## config.mk

```make
export PLATFORM = sky130hd
export DESIGN_NAME = dpram_port_arb
export DESIGN_NICKNAME = d
export VERILOG_FILES = /design/src/rtl/dpram_port_arb.sv
export SDC_FILE = /design/constraint.sdc
export NUM_CORES = 1
export LEC_CHECK = 0
export ABC_AREA = 0
export CAP_MARGIN = 20
export CORE_MARGIN = 4
export CORE_UTILIZATION = 29
export DETAILED_ROUTE_END_ITERATION = 10
export GPL_TIMING_DRIVEN = 1
export PLACE_DENSITY = 0.83
export SKIP_LAST_GASP = 1
export SLEW_MARGIN = 10
export SYNTH_ARGS = -nofsm -noshare
export SYNTH_HDL_FRONTEND = slang
export SYNTH_SLANG_ARGS = --single-unit
```

## constraint.sdc

```tcl
create_clock -name clk -period 2.36 [get_ports clk]
set_clock_uncertainty 0.2 [all_clocks]
set_input_delay 0.708 -clock clk [delete_from_list [all_inputs] [get_ports clk]]
set_output_delay 0.708 -clock clk [all_outputs]
set_load 0.01 [all_outputs]
```

## src/rtl/dpram_port_arb.sv

```systemverilog
// rtl/dpram_port_arb.sv - two-requester round-robin arbiter for one 32-bit dual-port RAM port
module dpram_port_arb #(
    parameter int RAM_DEPTH = 2048,
    parameter bit RR_EN     = 1'b1,
    localparam int AW       = (RAM_DEPTH > 2) ? $clog2(RAM_DEPTH) : 1
) (
    input  logic          clk,
    input  logic          rst_n,

    input  logic          m0_req,
    input  logic          m0_we,
    input  logic [3:0]    m0_wem,
    input  logic [AW-1:0] m0_addr,
    input  logic [31:0]   m0_wdata,
    output logic          m0_gnt,
    output logic          m0_rvalid,
    output logic [31:0]   m0_rdata,
    input  logic          m0_rready,

    input  logic          m1_req,
    input  logic          m1_we,
    input  logic [3:0]    m1_wem,
    input  logic [AW-1:0] m1_addr,
    input  logic [31:0]   m1_wdata,
    output logic          m1_gnt,
    output logic          m1_rvalid,
    output logic [31:0]   m1_rdata,
    input  logic          m1_rready,

    output logic          ram_en,
    output logic          ram_we,
    output logic [3:0]    ram_wem,
    output logic [AW-1:0] ram_addr,
    output logic [31:0]   ram_din,
    input  logic [31:0]   ram_dout
);

    typedef enum logic [1:0] {
        ST_IDLE = 2'd0,
        ST_RD   = 2'd1,
        ST_RSP  = 2'd2
    } state_t;

    state_t      state_q, state_d;
    logic        owner_q, owner_d;        // 0 = m0, 1 = m1
    logic        last_gnt_q, last_gnt_d;  // requester granted most recently
    logic [31:0] rdata_q, rdata_d;
    logic [1:0]  rvalid_q, rvalid_d;      // bit 0 -> m0, bit 1 -> m1

    logic        owner_rready;
    logic        window;
    logic        pick_m1;
    logic        gnt_any;
    logic        sel_we;
    logic [3:0]  sel_wem;

    // Grant window and winner selection; the loser of a tie is the one granted last time
    always_comb begin
        owner_rready = owner_q ? m1_rready : m0_rready;
        window       = (state_q == ST_IDLE) || ((state_q == ST_RSP) && owner_rready);
        if (m0_req && m1_req) begin
            pick_m1 = RR_EN ? (last_gnt_q == 1'b0) : 1'b0;
        end else begin
            pick_m1 = m1_req;
        end
        gnt_any = window && (m0_req || m1_req);
        sel_we  = pick_m1 ? m1_we  : m0_we;
        sel_wem = pick_m1 ? m1_wem : m0_wem;
    end

    // RAM port drive: enables are forced low whenever nothing is granted
    always_comb begin
        m0_gnt   = gnt_any && !pick_m1;
        m1_gnt   = gnt_any && pick_m1;
        ram_en   = gnt_any;
        ram_we   = gnt_any && sel_we;
        ram_wem  = (gnt_any && sel_we) ? sel_wem : 4'h0;
        ram_addr = pick_m1 ? m1_addr  : m0_addr;
        ram_din  = pick_m1 ? m1_wdata : m0_wdata;
    end

    // Next-state: reads walk IDLE/RSP -> RD -> RSP, writes never leave the grant window
    always_comb begin
        state_d    = state_q;
        owner_d    = owner_q;
        last_gnt_d = last_gnt_q;
        rdata_d    = rdata_q;
        rvalid_d   = rvalid_q;

        if (gnt_any) begin
            last_gnt_d = pick_m1;
        end

        case (state_q)
            ST_IDLE: begin
                if (gnt_any && !sel_we) begin
                    owner_d = pick_m1;
                    state_d = ST_RD;
                end
            end
            ST_RD: begin
                rdata_d  = ram_dout;
                rvalid_d = owner_q ? 2'b10 : 2'b01;
                state_d  = ST_RSP;
            end
            ST_RSP: begin
                if (owner_rready) begin
                    rvalid_d = 2'b00;
                    if (gnt_any && !sel_we) begin
                        owner_d = pick_m1;
                        state_d = ST_RD;
                    end else begin
                        state_d = ST_IDLE;
                    end
                end
            end
            default: begin
                rvalid_d = 2'b00;
                state_d  = ST_IDLE;
            end
        endcase
    end

    // State and response registers; reset drops any outstanding response
    always_ff @(posedge clk or negedge rst_n) begin
        if (!rst_n) begin
            state_q    <= ST_IDLE;
            owner_q    <= 1'b0;
            last_gnt_q <= 1'b1;
            rdata_q    <= 32'h0;
            rvalid_q   <= 2'b00;
        end else begin
            state_q    <= state_d;
            owner_q    <= owner_d;
            last_gnt_q <= last_gnt_d;
            rdata_q    <= rdata_d;
            rvalid_q   <= rvalid_d;
        end
    end

    assign m0_rvalid = rvalid_q[0];
    assign m1_rvalid = rvalid_q[1];
    assign m0_rdata  = rdata_q;
    assign m1_rdata  = rdata_q;

endmodule

```

==> impl_metrics.env <==
export IMPL_final_util=0.678
export IMPL_crit_top_cell="buf_6"
export IMPL_max_freq_mhz=357
export IMPL_rr_startpoint="last_gnt_q$_DFFE_PN1P_"
export IMPL_hold_viol=0
export IMPL_power_mw=5.05
export IMPL_drt_iter0_drc=49
export IMPL_synth_edf_count=0
export IMPL_vdd_drop_max_v=0.000732
export IMPL_violations="setup timing"
export IMPL_cts_max_level=2
export IMPL_postSynthCellCount=188
export IMPL_cts_clk_slew_worst_paths_ns=0.08
export IMPL_grt_pass1_wl_um=17100
export IMPL_crit_family="buffers and inverters"
export IMPL_grt_max_degree=34
export IMPL_critPathMaxFanout=7
export IMPL_core_region_area_sq_um=7850
export IMPL_tightest_slew_ns=0.497
export IMPL_cts_tree="yes"
export IMPL_start_kind="primary input"
export IMPL_area_growth_pct=124
export IMPL_ctsLongestPathBuffers=2
export IMPL_firstDrtPassIters=4
export IMPL_cp_arrival_ns=1.89
export IMPL_path_class="primary input to primary output"
export IMPL_period_share=1.19
export IMPL_routed_wl_um=11800
export IMPL_place_congestion=0.952
export IMPL_fillCellCount=590
export IMPL_yosys_warnings=0
export IMPL_worstPathRequired_ns=1.45
export IMPL_vias=2522
export IMPL_dp_hpwl_um=8710
export IMPL_synth_distinct_cells=20
export IMPL_tns_ns=-18.72
export IMPL_rows=32
export IMPL_dp_cells=513
export IMPL_cts_root_buf="clkbuf_8"
export IMPL_synth_top_family_by_area="multiplexers"
export IMPL_cts_hold_buf=0
export IMPL_cpMaxStageDelayCell="mux2i_4"
export IMPL_synth_fa_ha_area_frac=0
export IMPL_rsz0062_at_grt="yes"
export IMPL_synth_compound_area_frac=0.0332
export IMPL_io_buffers=250
export IMPL_muxShareOfSynthArea=0.396
export IMPL_grtUsageTotal=0.232
export IMPL_syn_cell_area_sq_um=2370
export IMPL_yosysTopAreaCell="dfrtp_1"
export IMPL_drc=0
export IMPL_ant_nets=0
export IMPL_ys_seq_area_frac=0.401
export IMPL_chipWidth_um=98.4
export IMPL_globalRouteOverflowTotal=0
export IMPL_netlist_area_leader_share=0.390
export IMPL_synth_common_cells="75 x mux2_2, 37 x dfrtp_1, 33 x buf_4"
export IMPL_layout_nets=579
export IMPL_fin_cells=548
export IMPL_wl_per_cell_um=21.5
export IMPL_cp_cell_sequence="buf_6 -> a21boi_4 -> buf_6 -> buf_12 -> buf_16 -> buf_4 -> mux2i_4 -> nor3_2 -> buf_2"
export IMPL_antenna_found_initial=0
export IMPL_n_antenna_cell=0
export IMPL_yosys_most_used_dff="dfrtp_1"
export IMPL_synth_simple_gate_area_share=0.0306
export IMPL_p_leak_nw=2.30
export IMPL_dieArea_sq_um=9690
export IMPL_min_path_type="primary input to asynchronous set/reset pin"
export IMPL_viasPerCell=4.60
export IMPL_path_buf_inv=6
export IMPL_setup_slack_ns=-0.442
export IMPL_ys_ff_latch=38
export IMPL_grt_pass1_vias=2848
export IMPL_min_period_ns=2.80
export IMPL_clk_latency_ns=0.29
export IMPL_clock_sinks=38
export IMPL_place_ws_ns=-1.18
export IMPL_syn_avg_cell_area_sq_um=12.6
export IMPL_status="finished, violations left"
export IMPL_drv_cap=0
export IMPL_die_y_um=98.4
export IMPL_maxSlewHeadroom=0.668
export IMPL_synth_area_leaders="dfrtp_1 39%, mux2_2 36%, buf_4 10%, mux2i_1 3.4%, buf_6 1.9%"
export IMPL_slowest_delay_ns=0.18
export IMPL_synth_most_common_cell="mux2_2"
export IMPL_synth_xor_area_share=0
export IMPL_numCtsBuffers=5
export IMPL_finalSetupViolCount=50
export IMPL_syn_nets=322
export IMPL_drive_gt1_frac=0.448
export IMPL_critPathCaptureType="primary output"
export IMPL_startpoint="m1_req"
export IMPL_top_level_ports=251
export IMPL_synth_async_sr_flop_share=1.00
export IMPL_finalMaxSlewViolations=0
export IMPL_power_density_nw_per_um2=949
export IMPL_start_util=0.302
## power breakdown
| part | total (mW) | leakage (nW) | internal [mW] | switching [mW] |
|---|---|---|---|---|
| combinational | 3.32 | 1.81 | 2.11 | 1.20 |
| clock | 0.469 | 0.0472 | 0.235 | 0.235 |
| sequential | 1.27 | 0.443 | 0.992 | 0.276 |
| total | 5.05 | 2.30 | 3.34 | 1.71 |
## through the flow
stage | instance area (sq um) | hold slack (ns)
final | 5320 | 0.171
after global routing | 5320 | 0.206
after CTS | 5250 | 0.181
after detailed placement | 4810 | 0.311
after global placement | 4810 | 0.300
after floorplan | 2390 | 0.212
## area by class of cell
| type | count | area [sq um] | area share |
|---|---|---|---|
| repair buffers | 292 | 2910 | 0.546 |
| multi-input cells | 105 | 1230 | 0.231 |
| flip-flops and latches | 38 | 953 | 0.179 |
| well taps | 102 | 128 | 0.0240 |
| clock buffers | 6 | 82.6 | 0.0155 |
| inverters | 3 | 13.8 | 0.00259 |
| clock inverters | 2 | 12.5 | 0.00235 |
## what timing repair did
item	in CTS	in global routing
pin swaps	6	5
resized for setup	281	18
setup buffers	20	8
cloned	4	1
endpoints found under the setup margin	51	51
## path summary, 6_finish.rpt
| path | end | slack, ns | cells after the start |
|---|---|---|---|
| min in group clk | rvalid_q[1]$_DFFE_PN0P_ | 0.33 | 1 |
| worst min register to register | rvalid_q[1]$_DFFE_PN0P_ | 0.33 | 1 |
| worst max register to register | state_q[0]$_DFFE_PN0P_ | 0.60 | 7 |
| max in group asynchronous | m0_rdata[4]$_DFFE_PN0N_ | 1.26 | 2 |
| worst min-delay path | m0_rdata[19]$_DFFE_PN0N_ | 0.17 | 1 |
| worst max-delay path | ram_wem[0] | -0.44 | 9 |
## per-layer routing
metal / global-route usage / vias up / part of all wire
met2: 0.432 / 141 / 0.54
met5: 0 / - / 0
met3: 0.0694 / 19 / 0.077
met4: 0.0693 / 0 / 0.022
li1: - / 1138 / -
met1: 0.251 / 1224 / 0.36
## cells by family (layout without fill, tap and decap cells)
group | Yosys count | count (layout)
muxes | 84 | 84
buffers and inverters | 45 | 303
DFF | 38 | 38
and+or+nand+nor | 13 | 13
AOI/OAI and AO/OA | 8 | 8
## placed cells by master, fill, tap and decap left out, drive strengths merged
cell,synthesis,layout
clkdlybuf4s50,0,194
clkbuf,0,7
a21o,1,1
nor2b,2,2
o21bai,1,1
nand2b,1,1
mux2,76,76
a21bo,1,1
clkinvlp,0,1
a21boi,1,1
o31ai,1,1
nor2,3,3
buf,42,88
clkinv,0,1
mux2i,8,8
nor3,5,5
o2bb2ai,3,3
dfrtp,37,37
clkdlybuf4s15,0,9
and2b,2,2
inv,3,3
dfstp,1,1
## sequential cells by signal, indices dropped and copies added, names as in the netlist
name	count
rvalid_q	2
state_q	2
owner_q	1
m0_rdata	32
last_gnt_q	1
## worst register-to-register path, delay by kind of cell (launching register included)
family,cells,cell delay [ns]
and+or+nand+nor,1,0.19
buffers and inverters,4,0.52
AOI/OAI and AO/OA,1,0.07
DFF,1,0.57
muxes,1,0.10
Power figures use the tool's default switching activity.
